### src/rtl/calc_engine_if.sv
// calc_engine_if: operand/mode/result bundle between the stimulus controller
// and calc_engine.
//   a_in, b_in  : operands (WIDTH bits), driven by the controller
//   mode_in     : 8-bit operation select, driven by the controller
//   c_out       : registered result, driven by the engine
//   busy        : operation in progress, driven by the engine
//   done        : one-cycle pulse when c_out is updated, driven by the engine
// Modports: master = controller side, slave = engine side.
interface calc_engine_if #(
    parameter int unsigned WIDTH = 8
);
    timeunit 1ns;
    timeprecision 1ps;

    logic [WIDTH-1:0] a_in;
    logic [WIDTH-1:0] b_in;
    logic [7:0]       mode_in;
    logic [WIDTH-1:0] c_out;
    logic             busy;
    logic             done;

    modport master (
        output a_in, b_in, mode_in,
        input  c_out, busy, done
    );

    modport slave (
        input  a_in, b_in, mode_in,
        output c_out, busy, done
    );
endinterface

### src/rtl/calc_engine.sv
// calc_engine: sequential compute engine. Any change of {a_in, b_in, mode_in}
// relative to the captured snapshot starts a new operation; the latest inputs
// always win. Add/sub/default complete one cycle after capture, shifts take one
// step per bit position, and the optional multiplier takes WIDTH shift-add steps.
// Ports:
//   emu_clk    : clock, all state changes on its rising edge
//   emu_rst_n  : asynchronous active-low reset
//   bus        : calc_engine_if.slave (a_in, b_in, mode_in in; c_out, busy, done out)
// Configuration macro: CALC_ITER_MUL_EN -- when defined, mode 3 is an iterative
// multiply; when undefined, mode 3 returns DEFAULT_RESULT and no multiplier
// state exists.
module calc_engine #(
    parameter int unsigned     WIDTH          = 8,
    parameter logic [WIDTH-1:0] DEFAULT_RESULT = WIDTH'(42)
) (
    input  logic          emu_clk,
    input  logic          emu_rst_n,
    calc_engine_if.slave  bus
);
    timeunit 1ns;
    timeprecision 1ps;

    localparam int unsigned CW = $clog2(WIDTH + 1);

    localparam logic [0:0] S_IDLE = 1'b0;
    localparam logic [0:0] S_EXEC = 1'b1;

    localparam logic [7:0] M_ADD  = 8'd0;
    localparam logic [7:0] M_SUB  = 8'd1;
    localparam logic [7:0] M_RSUB = 8'd2;
    localparam logic [7:0] M_MUL  = 8'd3;
    localparam logic [7:0] M_ASR  = 8'd4;
    localparam logic [7:0] M_ASL  = 8'd5;
    localparam logic [7:0] M_BSR  = 8'd6;
    localparam logic [7:0] M_BSL  = 8'd7;

    logic [0:0]       state_q, state_d;
    logic [WIDTH-1:0] a_s_q, a_s_d;
    logic [WIDTH-1:0] b_s_q, b_s_d;
    logic [7:0]       m_s_q, m_s_d;
    logic             snap_vld_q, snap_vld_d;
    logic [CW-1:0]    cnt_q, cnt_d;
    logic [WIDTH-1:0] work_q, work_d;       // shifting operand, or multiplicand
`ifdef CALC_ITER_MUL_EN
    logic [WIDTH-1:0] acc_q, acc_d;
    logic [WIDTH-1:0] mplr_q, mplr_d;
`endif
    logic [WIDTH-1:0] c_out_q, c_out_d;
    logic             busy_q, busy_d;
    logic             done_q, done_d;

    logic             capture_c;
    logic [CW-1:0]    load_cnt_c;
    logic [WIDTH-1:0] load_work_c;
    logic [WIDTH-1:0] result_c;

    // Shift step count saturates at WIDTH; that many one-bit steps clears the operand.
    function automatic logic [CW-1:0] clamp_amt(input logic [WIDTH-1:0] amt);
        if (32'(amt) >= WIDTH) begin
            return CW'(WIDTH);
        end
        return CW'(amt);
    endfunction

    // Step count and working operand to load from the live inputs on capture.
    always_comb begin
        load_cnt_c  = '0;
        load_work_c = '0;
        case (bus.mode_in)
            M_ASR, M_ASL: begin
                load_work_c = bus.a_in;
                load_cnt_c  = clamp_amt(bus.b_in);
            end
            M_BSR, M_BSL: begin
                load_work_c = bus.b_in;
                load_cnt_c  = clamp_amt(bus.a_in);
            end
`ifdef CALC_ITER_MUL_EN
            M_MUL: begin
                load_work_c = bus.a_in;
                load_cnt_c  = CW'(WIDTH);
            end
`endif
            default: ;
        endcase
    end

    // Final result from the snapshot and the iteration registers.
    always_comb begin
        result_c = DEFAULT_RESULT;
        case (m_s_q)
            M_ADD:  result_c = a_s_q + b_s_q;
            M_SUB:  result_c = a_s_q - b_s_q;
            M_RSUB: result_c = b_s_q - a_s_q;
`ifdef CALC_ITER_MUL_EN
            M_MUL:  result_c = acc_q;
`endif
            M_ASR, M_ASL, M_BSR, M_BSL: result_c = work_q;
            default: ;
        endcase
    end

    // Next-state, iteration and output logic.
    always_comb begin
        state_d    = state_q;
        a_s_d      = a_s_q;
        b_s_d      = b_s_q;
        m_s_d      = m_s_q;
        snap_vld_d = snap_vld_q;
        cnt_d      = cnt_q;
        work_d     = work_q;
`ifdef CALC_ITER_MUL_EN
        acc_d      = acc_q;
        mplr_d     = mplr_q;
`endif
        c_out_d    = c_out_q;
        busy_d     = busy_q;
        done_d     = 1'b0;

        // A change (or an empty snapshot) restarts from any state and beats completion.
        capture_c = !snap_vld_q ||
                    ({bus.a_in, bus.b_in, bus.mode_in} != {a_s_q, b_s_q, m_s_q});

        if (capture_c) begin
            a_s_d      = bus.a_in;
            b_s_d      = bus.b_in;
            m_s_d      = bus.mode_in;
            snap_vld_d = 1'b1;
            cnt_d      = load_cnt_c;
            work_d     = load_work_c;
`ifdef CALC_ITER_MUL_EN
            acc_d      = '0;
            mplr_d     = bus.b_in;
`endif
            state_d    = S_EXEC;
            busy_d     = 1'b1;
        end else begin
            case (state_q)
                S_EXEC: begin
                    if (cnt_q == '0) begin
                        c_out_d = result_c;
                        done_d  = 1'b1;
                        busy_d  = 1'b0;
                        state_d = S_IDLE;
                    end else begin
                        cnt_d = cnt_q - CW'(1);
                        case (m_s_q)
                            M_ASR, M_BSR: work_d = work_q >> 1;
                            M_ASL, M_BSL: work_d = work_q << 1;
`ifdef CALC_ITER_MUL_EN
                            M_MUL: begin
                                if (mplr_q[0]) begin
                                    acc_d = acc_q + work_q;
                                end
                                work_d = work_q << 1;
                                mplr_d = mplr_q >> 1;
                            end
`endif
                            default: ;
                        endcase
                    end
                end
                default: begin
                    state_d = S_IDLE;
                    busy_d  = 1'b0;
                end
            endcase
        end
    end

    // State and output registers.
    always_ff @(posedge emu_clk or negedge emu_rst_n) begin
        if (!emu_rst_n) begin
            state_q    <= S_IDLE;
            a_s_q      <= '0;
            b_s_q      <= '0;
            m_s_q      <= '0;
            snap_vld_q <= 1'b0;
            cnt_q      <= '0;
            work_q     <= '0;
`ifdef CALC_ITER_MUL_EN
            acc_q      <= '0;
            mplr_q     <= '0;
`endif
            c_out_q    <= '0;
            busy_q     <= 1'b0;
            done_q     <= 1'b0;
        end else begin
            state_q    <= state_d;
            a_s_q      <= a_s_d;
            b_s_q      <= b_s_d;
            m_s_q      <= m_s_d;
            snap_vld_q <= snap_vld_d;
            cnt_q      <= cnt_d;
            work_q     <= work_d;
`ifdef CALC_ITER_MUL_EN
            acc_q      <= acc_d;
            mplr_q     <= mplr_d;
`endif
            c_out_q    <= c_out_d;
            busy_q     <= busy_d;
            done_q     <= done_d;
        end
    end

    assign bus.c_out = c_out_q;
    assign bus.busy  = busy_q;
    assign bus.done  = done_q;

endmodule
### src/flat_wrapper.sv
// flat-port wrapper written by rule: the top's interface ports become plain ports
module calc_engine_flat 
#(
    parameter int unsigned     WIDTH          = 8,
    parameter logic [WIDTH-1:0] DEFAULT_RESULT = WIDTH'(42)
)
  (emu_clk, emu_rst_n, bus_a_in, bus_b_in, bus_mode_in, bus_c_out, bus_busy, bus_done);
  calc_engine_if #(.WIDTH(WIDTH)) bus_i ();
  input  logic emu_clk;
  input  logic emu_rst_n;
  input wire logic [$bits(bus_i.a_in)-1:0] bus_a_in;
  input wire logic [$bits(bus_i.b_in)-1:0] bus_b_in;
  input wire logic [$bits(bus_i.mode_in)-1:0] bus_mode_in;
  output wire logic [$bits(bus_i.c_out)-1:0] bus_c_out;
  output wire logic [$bits(bus_i.busy)-1:0] bus_busy;
  output wire logic [$bits(bus_i.done)-1:0] bus_done;
  assign bus_i.a_in = bus_a_in;
  assign bus_i.b_in = bus_b_in;
  assign bus_i.mode_in = bus_mode_in;
  assign bus_c_out = bus_i.c_out;
  assign bus_busy = bus_i.busy;
  assign bus_done = bus_i.done;
  calc_engine #(.WIDTH(WIDTH), .DEFAULT_RESULT(DEFAULT_RESULT)) u_core (.emu_clk(emu_clk), .emu_rst_n(emu_rst_n), .bus(bus_i));
endmodule
### config.mk
export PLATFORM = sky130hd
export DESIGN_NAME = calc_engine_flat
export DESIGN_NICKNAME = d
export VERILOG_FILES = /design/src/rtl/calc_engine_if.sv /design/src/rtl/calc_engine.sv /design/src/flat_wrapper.sv
export SDC_FILE = /design/constraint.sdc
export NUM_CORES = 1
export LEC_CHECK = 0
export BUFFER_PORTS_ARGS = -buffer_cell sky130_fd_sc_hd__buf_2
export CAP_MARGIN = 20
export CORE_ASPECT_RATIO = 0.75
export CORE_MARGIN = 4
export CORE_UTILIZATION = 55
export DETAILED_ROUTE_END_ITERATION = 6
export PLACE_DENSITY_LB_ADDON = 0.2
export SETUP_SLACK_MARGIN = 0.4
export SYNTH_ARGS = -nofsm -noshare
export SYNTH_HDL_FRONTEND = slang
export SYNTH_SLANG_ARGS = --single-unit
### constraint.sdc
create_clock -name emu_clk -period 4.7 [get_ports emu_clk]
set_input_delay 0.47 -clock emu_clk [delete_from_list [all_inputs] [get_ports emu_clk]]
set_output_delay 0.47 -clock emu_clk [all_outputs]
set_load 0.02 [all_outputs]
==> key figures <==
Floorplan
  • IO Count: 36
  • Vert. Die Dim: 74.1 um
  • Die footprint: 7130 um^2
  • Core Region: 5500 um^2
  • Starting Density: 58.4%
  • Row cnt: 23
  • Die width: 96.2 um

Layout
  • Fin nets: 398
  • Inserted Diodes: 0
  • Filler instances: 476
  • Sequential cell area: 1200 um^2
  • Layout cells sized above 1: 17.2%
  • Final core occ: 62.7%
  • Area of the multi-input gates: 1810 um^2
  • Layout area overhead: 7.45%

Clocking
  • Cts bufs inserted: 5
  • CTS tree: yes
  • Hold-fix buffers, CTS: 0
  • Clk sinks: 48
  • Clk_lat worst skew: 0.31 ns
  • CTS Buffer Depth: 2
  • Root buffer cell: clkbuf_8
  • Post_cts resized: 0
  • CTS clk-pin slew, worst paths: 0.10 ns
  • H-Tree Level Count: 2
  • Post-CTS Setup Bufs: 0

STA
  • Slew @ Worst Pin: 0.947 ns
  • Slew Limit Fails: 0
  • Sum of negative setup slack: 0 ns
  • Hold Vio Cnt, Final: 0
  • Slew margin rel.: 36.7%
  • Clock Skew: 0.0177 ns
  • Min Hold Slack: 0.230 ns
  • Max Fclk: 255 MHz
  • Final setup violation count: 0
  • Final period util: 83.3%
  • Min Tclk post-route: 3.91 ns
  • RSZ-0062 raised after global routing: no

Power
  • Static Leakage: 1.56 nW
  • PnR Total Power: 0.000875 W
  • Worst vdd ir: 0.183 mV
  • PD cells: 254 nW/um^2

Worst setup path
  • CP max FO: 8
  • Kind of critical path: flop to flop
  • Critical Path, Cell by Cell: or4_4, nor4_4, nand2_1, o21ai_0, inv_1, ha_1, nor2b_1, o31a_1, or4_1, a31oi_1, xnor2_1, a222oi_1, mux2i_1
  • CP required: 4.87 ns
  • CP max-delay cell: or4_4
  • CP Data Arrival Time: 4.08 ns
  • CP startpoint kind: flop
  • Worst Setup End Kind: flop
  • CP max stage delay: 0.57 ns

Route
  • Initial DRC Count: 155
  • WL per Instance: 18.0 um
  • # DRC: 0
  • WL final: 7740 um
  • Drt pass-1 iters: 5
  • Vias per cell: 5.91
  • Post-route ant nets: 0
  • Vias: 2540

Synth
  • Syn_area_per_cell: 9.33 um^2
  • Compound-gate portion of the synthesized area: 13.4%
  • Synth Warn #: 0
  • Flops & latches, synth: 48
  • Yosys top cell area share: 37.4%
  • Post-Syn Nets: 388
  • Largest family of logic cells by synthesized area: simple AND/OR/NAND/NOR gates
  • Count leader, synth: dfrtp_1
  • Post-synth top cells: 48 x dfrtp_1, 30 x xnor2_1, 29 x clkbuf_1
  • Cells after synthesis: 344
  • Xor/xnor share of the synthesized area: 11.7%
  • Yosys cell types: 52
  • Largest cells by area after synthesis: dfrtp_1 37%, xnor2_1 8.2%, ha_1 6.2%
  • Synth area leader: dfrtp_1
  • Post-synthesis cell area: 3210 um^2
  • Post-synthesis mux area share: 7.80%
  • Ys async rst share: 100%
  • Post-synthesis adder-cell area fraction: 7.49%
  • Main flop type after synthesis: dfrtp_1
  • Post-synthesis simple-gate area fraction: 16.0%
  • Seq/Total Area, Yosys: 37.4%
  • Post-synth EDFFs: 0

Outcome
  • Status: complete, no violations

Global route
  • Overflow after GRT: 0
  • Initial antenna violation count: 0
  • Vias in the first global route: 2388
  • Largest net degree at the start of global routing: 49
  • First-pass GRT wire length: 12600 um
  • GRT Resource Usage Total: 23.6%

Place
  • Port bufs: 35
  • Dpl hpwl: 6070 um
  • GPL Wtd Cong: 0.939

Min path
  • HP Class: input pin to asynchronous set/reset pin

Flow run
  • Max_cap viols: 0
## power by group
part	internal (W)	switching [W]	leakage, nW
clock network	0.000121	0.000146	0.0516
logic	0.0000722	0.0000942	0.912
registers	0.000424	0.0000177	0.597
## critical path, delay by kind of cell (launching register included)
kind / cells / cell delay (ns)
buffers and inverters: 1 / 0.09
multiplexers: 1 / 0.12
XOR/XNOR: 1 / 0.08
AO/OA/AOI/OAI: 4 / 1.06
flip-flops: 1 / 0.41
AND/OR/NAND/NOR: 5 / 1.75
adder cells (fa/ha/maj): 1 / 0.27
## state kept, by name, summed over array words and instances, names as in the netlist, 4 cells and up
register / cells
u_core.a_s_q: 8
u_core.b_s_q: 8
u_core.bus.c_out: 8
u_core.m_s_q: 8
u_core.work_q: 8
u_core.cnt_q: 4
## layout by cell type, fill, tap and decap left out, drive strengths merged, types with 3 or more instances in the layout
master | Yosys | layout
mux2 | 8 | 8
nor4 | 7 | 7
nand2 | 22 | 22
xor2 | 13 | 13
or3 | 3 | 3
o21ai | 23 | 23
ha | 16 | 16
mux2i | 16 | 16
dfrtp | 48 | 48
o21a | 4 | 4
or4 | 3 | 3
nand2b | 8 | 8
a21oi | 14 | 14
nor3 | 4 | 4
a22oi | 5 | 5
nor2b | 3 | 3
nor2 | 26 | 26
nand4 | 9 | 9
inv | 16 | 17
a211oi | 4 | 4
buf | 4 | 36
xnor2 | 30 | 30
clkbuf | 29 | 6
## cell families after synthesis
family,after synthesis
fa+ha+maj,18
xor+xnor,43
flops,48
simple gates,94
buf+inv,49
compound gates,67
mux,24
other cells,1
## metal layers
| metal | vias to the layer above | share of wire [%] | GRT usage, % | wire length [um] |
|---|---|---|---|---|
| li1 | 1201 | - | - | - |
| met1 | 1228 | 49 | 37.2 | 3800 |
| met2 | 101 | 43 | 33.5 | 3290 |
| met3 | 10 | 7.4 | 4.75 | 571 |
| met4 | 0 | 0.96 | 4.73 | 74 |
| met5 | - | 0 | 0 | 0 |
## area by class of cell
type	count	area share (%)
clock buffer	6	2.40
clock inverter	2	0.399
inverter	16	1.74
multi-input combinational	247	52.6
sequential	48	34.8
tap	75	2.72
timing repair buffer	36	5.30
## through the flow
step | setup slack [ns] | cell area (um^2) | instances
after floorplan | 1.23 | 3210 | 344
after global placement | 0.959 | 3350 | 422
after detailed placement | 0.839 | 3350 | 422
after CTS | 0.835 | 3450 | 430
after global routing | 0.528 | 3450 | 430
final | 0.786 | 3450 | 430
## worst paths after layout
path,slack (ns),from,to,depth (start not counted)
setup / recovery,0.79,u_core.m_s_q[4],u_core.bus.c_out[7],13
hold / removal,0.23,emu_rst_n,u_core.bus.c_out[1],2
setup reg to reg,0.79,u_core.m_s_q[4],u_core.bus.c_out[7],13
hold reg to reg,0.50,u_core.bus.c_out[0],u_core.bus.c_out[0],1
max in group asynchronous,4.03,emu_rst_n,u_core.a_s_q[4],2
min in group emu_clk,0.30,bus_mode_in[0],u_core.m_s_q[0],1
(Power assumes the default switching activity.)
